<file path="src/rtl/pifo_pkg.sv">
`default_nettype none
// ---------------------------------------------------------------------------
// pifo_pkg: shared types and size derivations for the PIFO command driver.
// Rev 1.0
// ---------------------------------------------------------------------------
package pifo_pkg;

  localparam int DEF_PTW      = 16;
  localparam int DEF_LEVEL    = 4;
  localparam int DEF_TREE_NUM = 4;
  localparam int DEF_POP_LAT  = 2;

  function automatic int tree_bits_f(input int tree_num);
    return $clog2(tree_num);
  endfunction

  // A tree of LEVEL levels holds 2 + 4 + ... + 2**LEVEL entries.
  function automatic int capacity_f(input int level);
    return 2 ** (level + 1) - 2;
  endfunction

  function automatic int occ_w_f(input int capacity);
    return $clog2(capacity + 1);
  endfunction

  localparam int DEF_TREE_NUM_BITS = tree_bits_f(DEF_TREE_NUM);
  localparam int DEF_CAPACITY      = capacity_f(DEF_LEVEL);
  localparam int DEF_OCC_W         = occ_w_f(DEF_CAPACITY);

  typedef struct packed {
    logic                         pop;
    logic [DEF_TREE_NUM_BITS-1:0] tree;
    logic [DEF_PTW-1:0]           data;
  } cmd_t;

  typedef struct packed {
    logic [DEF_TREE_NUM_BITS-1:0] tree;
    logic [DEF_PTW-1:0]           data;
  } rsp_t;

endpackage
`default_nettype wire

</file>
<file path="src/rtl/pifo_pop_tracker.sv">
`default_nettype none
// ---------------------------------------------------------------------------
// pifo_pop_tracker: per-lane pop latency delay line plus response register.
// Rev 1.0
// ---------------------------------------------------------------------------
module pifo_pop_tracker
  import pifo_pkg::*;
#(
  parameter int PTW           = DEF_PTW,
  parameter int TREE_NUM_BITS = DEF_TREE_NUM_BITS,
  parameter int POP_LAT       = DEF_POP_LAT
) (
  input  logic                     clk_i,
  input  logic                     rst_ni,
  input  logic                     pop_i,
  input  logic [TREE_NUM_BITS-1:0] tree_i,
  input  logic [PTW-1:0]           pop_data_i,
  output logic                     rsp_valid_o,
  output rsp_t                     rsp_o
);

  localparam int LAST = POP_LAT - 1;

  logic [POP_LAT-1:0]                    vld_q;
  logic [POP_LAT-1:0][TREE_NUM_BITS-1:0] tree_q;
  logic                                  rsp_vld_q;
  rsp_t                                  rsp_q;

  // Fed from the registered PIFO pop, so the last stage lines up with the
  // cycle in which the PIFO presents its pop data.
  always_ff @(posedge clk_i) begin
    if (!rst_ni) begin
      vld_q     <= '0;
      tree_q    <= '0;
      rsp_vld_q <= 1'b0;
      rsp_q     <= '0;
    end else begin
      vld_q[0]  <= pop_i;
      tree_q[0] <= tree_i;
      for (int s = 1; s < POP_LAT; s++) begin
        vld_q[s]  <= vld_q[s-1];
        tree_q[s] <= tree_q[s-1];
      end
      rsp_vld_q <= vld_q[LAST];
      if (vld_q[LAST]) begin
        rsp_q.tree <= tree_q[LAST];
        rsp_q.data <= pop_data_i;
      end else begin
        rsp_q <= '0;
      end
    end
  end

  assign rsp_valid_o = rsp_vld_q;
  assign rsp_o       = rsp_q;

endmodule
`default_nettype wire

</file>
<file path="src/rtl/pifo_cmd_driver.sv">
`default_nettype none
// ---------------------------------------------------------------------------
// pifo_cmd_driver: per-lane push/pop front end for PIFO_SRAM_TOP with
// per-tree occupancy gating and tagged pop responses.  Rev 1.0
// ---------------------------------------------------------------------------
module pifo_cmd_driver
  import pifo_pkg::*;
#(
  parameter int PTW           = DEF_PTW,
  parameter int LEVEL         = DEF_LEVEL,
  parameter int TREE_NUM      = DEF_TREE_NUM,
  parameter int TREE_NUM_BITS = tree_bits_f(TREE_NUM),
  parameter int POP_LAT       = DEF_POP_LAT,
  parameter int CAPACITY      = capacity_f(LEVEL),
  parameter int OCC_W         = occ_w_f(CAPACITY)
) (
  input  logic                                    i_clk,
  input  logic                                    i_arst_n,
  input  logic [LEVEL-1:0]                        i_cmd_valid,
  input  logic [LEVEL-1:0]                        i_cmd_pop,
  input  logic [LEVEL-1:0][TREE_NUM_BITS-1:0]     i_cmd_tree,
  input  logic [LEVEL-1:0][PTW-1:0]               i_cmd_data,
  output logic [LEVEL-1:0]                        o_cmd_ready,
  output logic [LEVEL-1:0]                        o_push,
  output logic [LEVEL-1:0]                        o_pop,
  output logic [LEVEL-1:0][TREE_NUM_BITS-1:0]     o_tree_id,
  output logic [LEVEL-1:0][PTW-1:0]               o_push_data,
  input  logic [LEVEL-1:0]                        i_task_fifo_full,
  input  logic [LEVEL-1:0][PTW-1:0]               i_pop_data,
  output logic [LEVEL-1:0]                        o_rsp_valid,
  output logic [LEVEL-1:0][TREE_NUM_BITS-1:0]     o_rsp_tree,
  output logic [LEVEL-1:0][PTW-1:0]               o_rsp_data,
  output logic [TREE_NUM-1:0][OCC_W-1:0]          o_occ
);

  // Headroom so occupancy plus every lane's push fits without wrapping.
  localparam int CW = OCC_W + $clog2(LEVEL + 1);

  cmd_t [LEVEL-1:0]                    cmd_w;
  logic [LEVEL-1:0]                    grant_w;
  logic [TREE_NUM-1:0][CW-1:0]         push_cnt_w;
  logic [TREE_NUM-1:0][CW-1:0]         pop_cnt_w;
  logic [TREE_NUM-1:0][OCC_W-1:0]      occ_q;
  logic [TREE_NUM-1:0][OCC_W-1:0]      occ_d;
  logic [TREE_NUM-1:0]                 occ_ok_w;

  logic [LEVEL-1:0]                    push_q;
  logic [LEVEL-1:0]                    pop_q;
  logic [LEVEL-1:0][TREE_NUM_BITS-1:0] tree_q;
  logic [LEVEL-1:0][PTW-1:0]           data_q;

  // Lanes are walked in index order; pushes only see earlier pushes and pops
  // only see earlier pops, so a same-cycle push never credits a pop.
  always_comb begin
    cmd_w       = '0;
    push_cnt_w  = '0;
    pop_cnt_w   = '0;
    o_cmd_ready = '0;
    grant_w     = '0;
    for (int j = 0; j < LEVEL; j++) begin
      cmd_w[j].pop  = i_cmd_pop[j];
      cmd_w[j].tree = i_cmd_tree[j];
      cmd_w[j].data = i_cmd_data[j];
      if (i_arst_n && !i_task_fifo_full[j]) begin
        if (cmd_w[j].pop) begin
          o_cmd_ready[j] = CW'(occ_q[cmd_w[j].tree]) > pop_cnt_w[cmd_w[j].tree];
        end else begin
          o_cmd_ready[j] = (CW'(occ_q[cmd_w[j].tree]) + push_cnt_w[cmd_w[j].tree])
                           < CW'(CAPACITY);
        end
      end
      grant_w[j] = i_cmd_valid[j] && o_cmd_ready[j];
      if (grant_w[j]) begin
        if (cmd_w[j].pop) begin
          pop_cnt_w[cmd_w[j].tree] = pop_cnt_w[cmd_w[j].tree] + CW'(1);
        end else begin
          push_cnt_w[cmd_w[j].tree] = push_cnt_w[cmd_w[j].tree] + CW'(1);
        end
      end
    end
  end

  always_comb begin
    logic [CW-1:0] occ_sum;
    occ_sum  = '0;
    occ_d    = '0;
    occ_ok_w = '0;
    for (int t = 0; t < TREE_NUM; t++) begin
      occ_sum     = CW'(occ_q[t]) + push_cnt_w[t] - pop_cnt_w[t];
      occ_ok_w[t] = occ_sum <= CW'(CAPACITY);
      occ_d[t]    = occ_sum[OCC_W-1:0];
    end
  end

  always_ff @(posedge i_clk) begin
    if (!i_arst_n) begin
      occ_q  <= '0;
      push_q <= '0;
      pop_q  <= '0;
      tree_q <= '0;
      data_q <= '0;
    end else begin
      occ_q <= occ_d;
      for (int j = 0; j < LEVEL; j++) begin
        push_q[j] <= grant_w[j] && !cmd_w[j].pop;
        pop_q[j]  <= grant_w[j] && cmd_w[j].pop;
        tree_q[j] <= grant_w[j] ? cmd_w[j].tree : '0;
        data_q[j] <= (grant_w[j] && !cmd_w[j].pop) ? cmd_w[j].data : '0;
      end
    end
  end

  a_occ_no_wrap: assert property (@(posedge i_clk) disable iff (!i_arst_n) &occ_ok_w);

  assign o_push      = push_q;
  assign o_pop       = pop_q;
  assign o_tree_id   = tree_q;
  assign o_push_data = data_q;
  assign o_occ       = occ_q;

  for (genvar j = 0; j < LEVEL; j++) begin : g_lane
    rsp_t rsp_w;

    pifo_pop_tracker #(
      .PTW           (PTW),
      .TREE_NUM_BITS (TREE_NUM_BITS),
      .POP_LAT       (POP_LAT)
    ) u_trk (
      .clk_i       (i_clk),
      .rst_ni      (i_arst_n),
      .pop_i       (pop_q[j]),
      .tree_i      (tree_q[j]),
      .pop_data_i  (i_pop_data[j]),
      .rsp_valid_o (o_rsp_valid[j]),
      .rsp_o       (rsp_w)
    );

    assign o_rsp_tree[j] = rsp_w.tree;
    assign o_rsp_data[j] = rsp_w.data;
  end

endmodule
`default_nettype wire
</file>
<file path="config.mk">
export PLATFORM = sky130hd
export DESIGN_NAME = pifo_cmd_driver
export DESIGN_NICKNAME = d
export VERILOG_FILES = /design/src/rtl/pifo_pkg.sv /design/src/rtl/pifo_pop_tracker.sv /design/src/rtl/pifo_cmd_driver.sv
export SDC_FILE = /design/constraint.sdc
export NUM_CORES = 1
export LEC_CHECK = 0
export BUFFER_PORTS_ARGS = -buffer_cell sky130_fd_sc_hd__buf_2
export CAP_MARGIN = 30
export CORE_AREA = 3 3 101 199
export DETAILED_ROUTE_END_ITERATION = 8
export DIE_AREA = 0 0 104 202
export PLACE_DENSITY = 0.89
export SETUP_SLACK_MARGIN = 0.5
export SLEW_MARGIN = 30
export SYNTH_ARGS = -nofsm -noshare
export SYNTH_HDL_FRONTEND = slang
export SYNTH_HIERARCHICAL = 1
export SYNTH_SLANG_ARGS = --single-unit
</file>
<file path="constraint.sdc">
create_clock -name i_clk -period 11.5 [get_ports i_clk]
set_clock_uncertainty 0.2 [all_clocks]
set_input_delay 0 -clock i_clk [delete_from_list [all_inputs] [get_ports i_clk]]
set_output_delay 0 -clock i_clk [all_outputs]
set_load 0.02 [all_outputs]
</file>
==> flow_summary.ini, run 1 <==
[drt]
post_drt_wl_per_cell_microns = 21.99
drc = 0
drt-pass1-iter-count = 6
first_iter_violations = 838
vias_after_detailed_routing = 9201
ant_nets = 0
postRouteWirelength_mm = 35.96
routed_via_density = 5.628

[grt]
antenna_violations_before_repair = 1
grt_pass1_vias = 9637
globalRouteOverflowTotal = 0
grt_pass1_wl_mm = 55.16
grt_max_degree = 71
tot_gr_track_use_pct = 33.76

[clock_tree]
cts_resized = 0
clock_tree_buf_depth = 2
cts.hold.buffers_added = 169
clkSlewWorstSetupHoldPaths_ns = 0.08
cts_root_buffer = sky130_fd_sc_hd__clkbuf_16
numCtsBuffers = 17
clock-sinks = 200
clock_latency_ns = 0.44
h-tree-depth = 4
tritoncts = done
postCtsSetupRepairBufs = 0

[timing]
drv_slew = 0
timing.max_slew.rel_slack_pct = 38.44
unrepaired_setup_endpoints_after_global_routing = false
setup_violations = 0
shortest_clock_period_the_worst_path_allows_after_layout_ns = 10.39
fin_setup_tns_ns = 0
min_period_over_period_pct = 90.35
worst_slew_pin_slew_ns = 0.9106
hold_violations = 0
finalWorstSetupSlack_ns = 1.110
max_freq_ghz = 0.09625

[flow_run]
drv_cap = 0

[die]
dieArea_sq_mm = 0.02101
fp.dieH_microns = 202
die-width_microns = 104
initial_utilization_pct = 48.98
num_rows = 71
io-pin-count = 330
design.core.area_sq_mm = 0.01883

[power]
power_density_mw_per_mm2 = 138.3
leakage_nw = 6.705
ir_drop_mv = 0.09326

[finish]
layout-drive-gt1-share_pct = 32.05
area_growth_from_synthesis_to_final_layout_pct = 43.79
layout.nets = 1569

[synthesis]
synth_ff_type = sky130_fd_sc_hd__dfxtp_1
post_synth_xor_area_fraction_pct = 3.703
syn_area_per_cell_sq_um = 10.34
syn_nets = 1094
synthesis.yosys.warnings = 6
multiplexer_share_of_the_synthesized_area_pct = 7.827
synth-compound-area-share_pct = 8.030
synthesis.area_sq_mm = 0.009224
post_synth_and_or_nand_nor_area_fraction_pct = 23.33
synth.distinct_cells = 82
synthesis.instances = 892
adder_and_majority_gate_portion_of_the_synthesized_area_pct = 8.519
ys_seq_area_share_pct = 43.41
synth_top_family_by_area = simple AND/OR/NAND/NOR gates
synth-seq-cells = 200
async_flop_share_pct = 0
synth_enable_flop_cells = 0

[setup_path]
reg2reg_from = o_occ[3]$_SDFF_PN0_
ff2ff_path_depth = 37
reg2reg_end = o_occ[4]$_SDFF_PN0_
critical_path_peak_fanout = 42
worst_path_arrival_time_ns = 10.49
critical-path-slowest-cell = sky130_fd_sc_hd__a211oi_2
crit_required_ns = 11.60
worst-r2r-setup-slack_ns = 1.21
critical_path.max_stage_delay_ns = 0.65
cpMostUsedCell = sky130_fd_sc_hd__fa_1
startpoint_type = input port
end_kind = flop
critical_path_class = in2reg

[placement]
detailedPlacementHpwl_mm = 22.98
port_buffers = 329
pre_cts_slack_ns = 1.239
routabilityCongestion = 1.045

[min_path]
min_delay_worst_endpoint = o_pop[2]$_SDFF_PN0_
timing.hold.worst_path_depth = 6
min_from = i_task_fifo_full[2]
worst_hold_path_type = in2reg

[run_status]
run_status = completed
kinds of logic (layout without fill, tap and decap cells):
family	count (synthesis)	after routing
xor gates and xnor gates	39	39
other	0	1
and+or+nand+nor	362	362
AOI/OAI and AO/OA	99	99
buffers and inverters	95	582
adders and majority gates	52	52
DFF	200	200
muxes	45	45
per-layer routing:
layer  GRT usage, %  vias to the layer above  wire, microns
li1               -                     4059              -
met2          62.99                      560          19370
met5              0                        -              0
met1          33.41                     4421          11810
met3          6.647                      161           2260
met4          21.92                        0           2520
stage by stage:
stage          power [mW]  instance area, sq um  utilization, %  hold slack [ns]  instances
2_1_floorplan       1.024                  9224               -         -0.07829        892
4_1_cts             1.816                 13260           70.39          0.03900       1634
6_report            1.834                 13260           70.42          0.05406       1635
5_1_grt             1.908                 13260           70.42           0.1051       1635
3_5_place_dp        1.150                 10930           58.05         0.003210       1434
3_3_place_gp        1.138                 10930           58.05       -0.0007657       1434
registers in the layout (all words and copies together) (netlist names):
name and cells:
g_lane.u_trk/rsp_o 72, o_push 4, g_lane.u_trk/tree_q 16, o_push_data 64, o_pop 4, g_lane.u_trk/vld_q 8, o_tree_id 8, g_lane.u_trk/rsp_valid_o 4
o_occ 20
worst max-delay path: cells and delay by family:
family	cells	cell delay [ns]
AND/OR/NAND/NOR	12	2.79
AO/OA/AOI/OAI	10	2.11
buffers and inverters	5	1.56
multiplexers	4	1.50
XOR/XNOR	1	0.18
adder cells (fa/ha/maj)	5	2.30
power by group:
part | switching [mW] | internal (mW)
Clock | 0.309 | 0.336
Sequential | 0.0407 | 0.719
Combinational | 0.226 | 0.203
how the worst max path moves through the flow:
stage | start | endpoint | slack [ns]
after CTS | i_arst_n | o_occ[4]$_SDFF_PN0_ | 1.13
final | i_arst_n | o_occ[4]$_SDFF_PN0_ | 1.11
after global routing | i_arst_n | o_occ[4]$_SDFF_PN0_ | 0.56
after global placement | i_cmd_tree[0] | o_occ[14]$_SDFF_PN0_ | 1.51
after floorplan | o_occ[19]$_SDFF_PN0_ | o_occ[4]$_SDFF_PN0_ | 2.71
after detailed placement | i_cmd_tree[0] | o_occ[4]$_SDFF_PN0_ | 1.24
cells in the final DEF, fill, tap and decap left out, types with 8 or more instances in the layout:
cell,instances
sky130_fd_sc_hd__and2_1,61
sky130_fd_sc_hd__xor2_1,11
sky130_fd_sc_hd__nor3_1,9
sky130_fd_sc_hd__a21oi_1,23
sky130_fd_sc_hd__nand2b_1,8
sky130_fd_sc_hd__xnor2_1,28
sky130_fd_sc_hd__mux2i_1,17
sky130_fd_sc_hd__fa_1,18
sky130_fd_sc_hd__nand2_1,49
sky130_fd_sc_hd__o21ai_0,10
sky130_fd_sc_hd__buf_2,329
sky130_fd_sc_hd__ha_1,34
sky130_fd_sc_hd__and3_2,21
sky130_fd_sc_hd__dlygate4sd3_1,169
sky130_fd_sc_hd__clkbuf_16,17
sky130_fd_sc_hd__nor2b_1,9
sky130_fd_sc_hd__nand3_1,15
sky130_fd_sc_hd__and3_1,111
sky130_fd_sc_hd__nor2_1,37
sky130_fd_sc_hd__mux4_2,20
sky130_fd_sc_hd__inv_1,48
sky130_fd_sc_hd__a21o_1,9
sky130_fd_sc_hd__dfxtp_1,200
cell type report:
cell class,instances,area [sq um]
Fill cell,1305,5570
Multi-Input combinational cell,597,4751
Sequential cell,200,4004
Timing Repair Buffer,502,3368
Clock buffer,17,425.4
Tap cell,255,319.1
Clock inverter,14,207.7
Inverter,49,185.2
Antenna cell,1,2.502
synthesized netlist by cell type (15+ instances only):
library cell,n,area (sq um)
sky130_fd_sc_hd__dfxtp_1,200,4004
sky130_fd_sc_hd__and3_1,111,694.4
sky130_fd_sc_hd__and2_1,61,381.6
sky130_fd_sc_hd__nand2_1,49,183.9
sky130_fd_sc_hd__inv_1,48,180.2
sky130_fd_sc_hd__nor2_1,37,138.9
sky130_fd_sc_hd__ha_1,34,425.4
sky130_fd_sc_hd__xnor2_1,28,245.2
sky130_fd_sc_hd__a21oi_1,23,115.1
sky130_fd_sc_hd__clkbuf_1,23,86.33
sky130_fd_sc_hd__and3_2,21,157.7
sky130_fd_sc_hd__mux4_2,20,450.4
sky130_fd_sc_hd__fa_1,18,360.4
sky130_fd_sc_hd__mux2i_1,17,170.2
sky130_fd_sc_hd__nand3_1,15,75.07
(Power assumes the default switching activity.)
==> run 2: changes to the inputs <==
clock period = 10.72 ns   (was 11.5 ns; I/O delays follow)
==> flow_summary.ini, run 2 (synthesized netlist as in run 1, its figures left out) <==
[finish]
final_cell_mix = sky130_fd_sc_hd__buf_2 (329), sky130_fd_sc_hd__dfxtp_1 (200), sky130_fd_sc_hd__dlygate4sd3_1 (152), sky130_fd_sc_hd__and3_1 (111), sky130_fd_sc_hd__and2_1 (61)
largest_register_ff_count = 72
finish.utilization_pct = 69.61
finalInstanceArea_sq_mm = 0.01311
area_growth_from_synthesis_to_final_layout_pct = 42.13
fillCellCount = 1318
layout-drive-gt1-share_pct = 33.21
final_common_cell = sky130_fd_sc_hd__buf_2
layout.nets = 1560

[drt]
drc = 0
ant_nets = 0
first_iter_violations = 716
post_drt_wl_per_cell_microns = 21.83
drt-pass1-iter-count = 5
vias_after_detailed_routing = 9093
routed_via_density = 5.592
postRouteWirelength_mm = 35.49

[power]
power_density_mw_per_mm2 = 145.5
ir_drop_mv = 0.09888
combPwrFrac_pct = 24.5
leakage_nw = 6.596
switching_share_pct = 31.90
power.share.clock_pct = 32.7
p_seq_share_pct = 42.8
p_int_mw = 1.299
p_switching_mw = 0.6086

[setup_path]
ff2ff_path_depth = 45
critical_path_class = reg2reg
reg2reg_end = o_occ[14]$_SDFF_PN0_
worst_path_arrival_time_ns = 9.94
startpoint_type = flop
crit_path_end = o_occ[14]$_SDFF_PN0_
crit_path_start = o_occ[4]$_SDFF_PN0_
reg2reg_from = o_occ[4]$_SDFF_PN0_
critical_path_peak_fanout = 17
critical-path-slowest-cell = sky130_fd_sc_hd__mux4_2
crit_required_ns = 10.82
worst-r2r-setup-slack_ns = 0.88
critical_path.max_stage_delay_ns = 0.51
end_kind = flop
cpMostUsedCell = sky130_fd_sc_hd__nand2_1

[clock_tree]
clkSlewWorstSetupHoldPaths_ns = 0.08
cts_root_buffer = sky130_fd_sc_hd__clkbuf_16
clock_tree_buf_depth = 2
tritoncts = done
h-tree-depth = 4
clock-sinks = 200
clock_latency_ns = 0.43
numCtsBuffers = 17

[die]
dieArea_sq_mm = 0.02101
design.core.area_sq_mm = 0.01883
initial_utilization_pct = 48.98
fp.dieH_microns = 202
num_rows = 71
io-pin-count = 330
die-width_microns = 104

[placement]
detailedPlacementHpwl_mm = 23.35
postPlaceCellArea_sq_mm = 0.01098
routabilityCongestion = 1.046
port_buffers = 329

[timing]
min_period_over_period_pct = 91.83
drv_slew = 0
max_freq_ghz = 0.1016
fin_setup_tns_ns = 0
timing.max_slew.rel_slack_pct = 40.24
shortest_clock_period_the_worst_path_allows_after_layout_ns = 9.844
unrepaired_setup_endpoints_after_global_routing = true
hold_violations = 0
setup_violations = 0
worst_slew_pin_slew_ns = 0.8839

[grt]
antenna_violations_before_repair = 1
grt_pass1_vias = 9542
grt_max_degree = 103
tot_gr_track_use_pct = 33.16
globalRouteOverflowTotal = 0
grt_pass1_wl_mm = 54.27

[flow_run]
drv_cap = 0

[min_path]
worst_hold_path_type = in2reg

[run_status]
run_status = completed
## run 2: area by class of cell
type	count	area [sq um]	share of cell area, %
inverter	49	185.2	1.412
timing repair buffer	493	3258	24.85
tap	255	319.1	2.434
clock buffer	17	425.4	3.245
antenna	1	2.502	0.01909
clock inverter	14	135.1	1.031
multi-input combinational	597	4781	36.47
sequential	200	4004	30.54
## run 2: power groups by stage
| stage | logic, mW | clock network, mW | registers [mW] |
|---|---|---|---|
| 2_1_floorplan | 0.252 | 0 | 0.847 |
| 3_3_place_gp | 0.401 | 0 | 0.834 |
| 3_5_place_dp | 0.409 | 0 | 0.834 |
| 4_1_cts | 0.456 | 0.627 | 0.816 |
| 5_1_grt | 0.502 | 0.660 | 0.821 |
| 6_report | 0.468 | 0.623 | 0.817 |
## run 2: critical path, delay by kind of cell, from the launching register on
kind | cells | cell delay, ns
multiplexers | 2 | 0.88
adder cells (fa/ha/maj) | 6 | 1.72
buffers and inverters | 3 | 0.39
AO/OA/AOI/OAI | 15 | 2.75
XOR/XNOR | 1 | 0.15
flip-flops | 1 | 0.42
AND/OR/NAND/NOR | 18 | 3.20
## run 2: metrics by stage
| stage | cells | worst slack (ns) | hold slack, ns | power, mW |
|---|---|---|---|---|
| floorplan | 892 | 1.932 | -0.07829 | 1.099 |
| global placement | 1440 | 0.7974 | -0.0007835 | 1.234 |
| detailed placement | 1440 | 0.6883 | 0.003262 | 1.243 |
| CTS | 1623 | 0.7476 | 0.009075 | 1.899 |
| global route | 1626 | 0.3835 | 0.06867 | 1.983 |
| finish | 1626 | 0.8757 | 0.06240 | 1.908 |
## run 2: routing by layer
| metal | track usage [%] | up-vias | share of wire [%] |
|---|---|---|---|
| met4 | 24.06 | 0 | 8.4 |
| met2 | 60.94 | 568 | 53 |
| met3 | 5.944 | 189 | 5.9 |
| li1 | - | 4042 | - |
| met1 | 32.93 | 4294 | 33 |
| met5 | 0 | - | 0 |
## run 2: worst min path at each step
stage | start | endpoint | slack [ns] | depth (start not counted)
global route | i_task_fifo_full[1] | o_tree_id[3]$_SDFF_PN0_ | 0.07 | 5
finish | i_task_fifo_full[2] | o_pop[2]$_SDFF_PN0_ | 0.06 | 6
global placement | i_cmd_data[54] | o_push_data[54]$_SDFF_PN0_ | -0.0008 | 2
detailed placement | i_cmd_data[54] | o_push_data[54]$_SDFF_PN0_ | 0.003 | 2
floorplan | i_cmd_data[48] | o_push_data[48]$_SDFF_PN0_ | -0.08 | 1
CTS | i_task_fifo_full[1] | o_tree_id[3]$_SDFF_PN0_ | 0.009 | 5
## run 2: timing repair
action | in CTS | in global routing
buffers inserted | 0 | 2
gates resized for setup | 0 | 7
endpoints found under the setup margin | 0 | 15
hold buffers | 152 | 0
endpoints found under the hold margin | 147 | 0
==> run 3: changes to the inputs <==
PLACE_DENSITY = 0.84   (was 0.89)
==> flow_summary.ini, run 3 (synthesized netlist as in run 1, its figures left out) <==
[grt]
grt_pass1_wl_mm = 57.10
globalRouteOverflowTotal = 0
grt_max_degree = 82
antenna_violations_before_repair = 6
grt_pass1_vias = 9657
tot_gr_track_use_pct = 35.49

[setup_path]
cpMostUsedCell = sky130_fd_sc_hd__fa_1
critical_path.max_stage_delay_ns = 0.62
worst_path_arrival_time_ns = 9.75
startpoint_type = flop
crit_path_start = o_occ[2]$_SDFF_PN0_
critical_path_class = reg2reg
critical-path-slowest-cell = sky130_fd_sc_hd__nor4_4
worst-r2r-setup-slack_ns = 1.09
crit_required_ns = 10.83
end_kind = flop
reg2reg_from = o_occ[2]$_SDFF_PN0_
critical_path_peak_fanout = 17

[drt]
drt-met1-wl_mm = 12.14
post_drt_wl_per_cell_microns = 23.02
drc = 0
first_iter_violations = 946
routed_via_density = 5.618
ant_nets = 0
routed-wl-met3_mm = 2.322
top_layer_used = met4
met2_wirelength_mm = 20.70
postRouteWirelength_mm = 38.24
drt-pass1-iter-count = 6
vias_after_detailed_routing = 9331

[die]
dieArea_sq_mm = 0.02101
initial_utilization_pct = 48.98
num_rows = 71
die-width_microns = 104
io-pin-count = 330
fp.dieH_microns = 202
design.core.area_sq_mm = 0.01883

[clock_tree]
tritoncts = done
clkSlewWorstSetupHoldPaths_ns = 0.09
clock-sinks = 200
numCtsBuffers = 17
h-tree-depth = 4
clock_tree_buf_depth = 2
clock_latency_ns = 0.45
cts_root_buffer = sky130_fd_sc_hd__clkbuf_16

[finish]
finish.utilization_pct = 71.61
fillCellCount = 1296
area_growth_from_synthesis_to_final_layout_pct = 46.22
final_common_cell = sky130_fd_sc_hd__buf_2
post_layout_nonfiller_instances = 1661
layout-drive-gt1-share_pct = 32.67
layout.nets = 1588
final_cell_mix = sky130_fd_sc_hd__buf_2 (328), sky130_fd_sc_hd__dfxtp_1 (199), sky130_fd_sc_hd__dlygate4sd3_1 (181), sky130_fd_sc_hd__and3_1 (111), sky130_fd_sc_hd__and2_1 (60)
finalInstanceArea_sq_mm = 0.01349
largest_register_ff_count = 72

[timing]
holdWs_ns = 0.09235
timing.max_slew.rel_slack_pct = 35.03
setup_violations = 0
max_freq_ghz = 0.1038
worst_slew_pin_slew_ns = 0.9610
shortest_clock_period_the_worst_path_allows_after_layout_ns = 9.633
unrepaired_setup_endpoints_after_global_routing = false
min_period_over_period_pct = 89.86
drv_slew = 0
fin_setup_tns_ns = 0
hold_violations = 0

[power]
power_density_mw_per_mm2 = 144.8
leakage_nw = 6.824
ir_drop_mv = 0.1050

[placement]
port_buffers = 329
detailedPlacementHpwl_mm = 23.71
total_instance_count_after_detailed_placement = 1439
routabilityCongestion = 0.9670
postPlaceCellArea_sq_mm = 0.01097

[min_path]
min_from = i_cmd_data[60]
worst_hold_path_type = in2reg

[flow_run]
drv_cap = 0

[run_status]
run_status = completed
[run 3: power by group]
group          total [mW]  switching (mW)  internal (mW)
logic               0.472           0.251          0.221
registers           0.815          0.0433          0.772
clock network       0.666           0.341          0.325
total                1.95           0.635           1.32
[run 3: cell type report]
class	count	area [sq um]	share of cell area, %
antenna	7	17.52	0.1299
clock buffer	18	439.2	3.256
clock inverter	14	182.7	1.354
inverter	49	185.2	1.373
multi-input combinational	597	4795	35.55
sequential	200	4005	29.70
tap	255	319.1	2.366
timing repair buffer	521	3543	26.27
[run 3: worst paths after layout]
check / end / depth (start not counted)
worst max register to register: o_occ[14]$_SDFF_PN0_ / 31
worst min-delay path: o_push_data[60]$_SDFF_PN0_ / 3
worst min register to register: g_lane[3].u_trk/tree_q[2]$_SDFF_PN0_ / 1
worst max-delay path: o_occ[14]$_SDFF_PN0_ / 31
[run 3: worst max-delay path: cells and delay by family (launching register included)]
family	cells	cell delay [ns]
simple gates	10	2.45
compound gates	9	2.33
fa+ha+maj	5	2.06
mux	3	1.15
xor+xnor	4	0.71
flops	1	0.60
[run 3: repair_timing]
action | in CTS | in global routing
endpoints found under the setup margin | 0 | 16
setup buffers | 0 | 2
gates resized for setup | 0 | 14
hold buffers | 181 | 0
endpoints found under the hold margin | 154 | 0
[run 3: routing by layer]
layer | GRT usage [%] | up-vias
li1 | - | 4106
met3 | 6.232 | 194
met2 | 67.02 | 621
met1 | 34.12 | 4410
met4 | 24.87 | 0
met5 | 0 | -
[run 3: stage by stage]
stage | worst slack [ns] | power, mW
detailed placement | 0.7345 | 1.245
CTS | 0.6470 | 1.942
global placement | 0.8218 | 1.238
finish | 1.087 | 1.953
global route | 0.4665 | 2.029
floorplan | 1.932 | 1.099
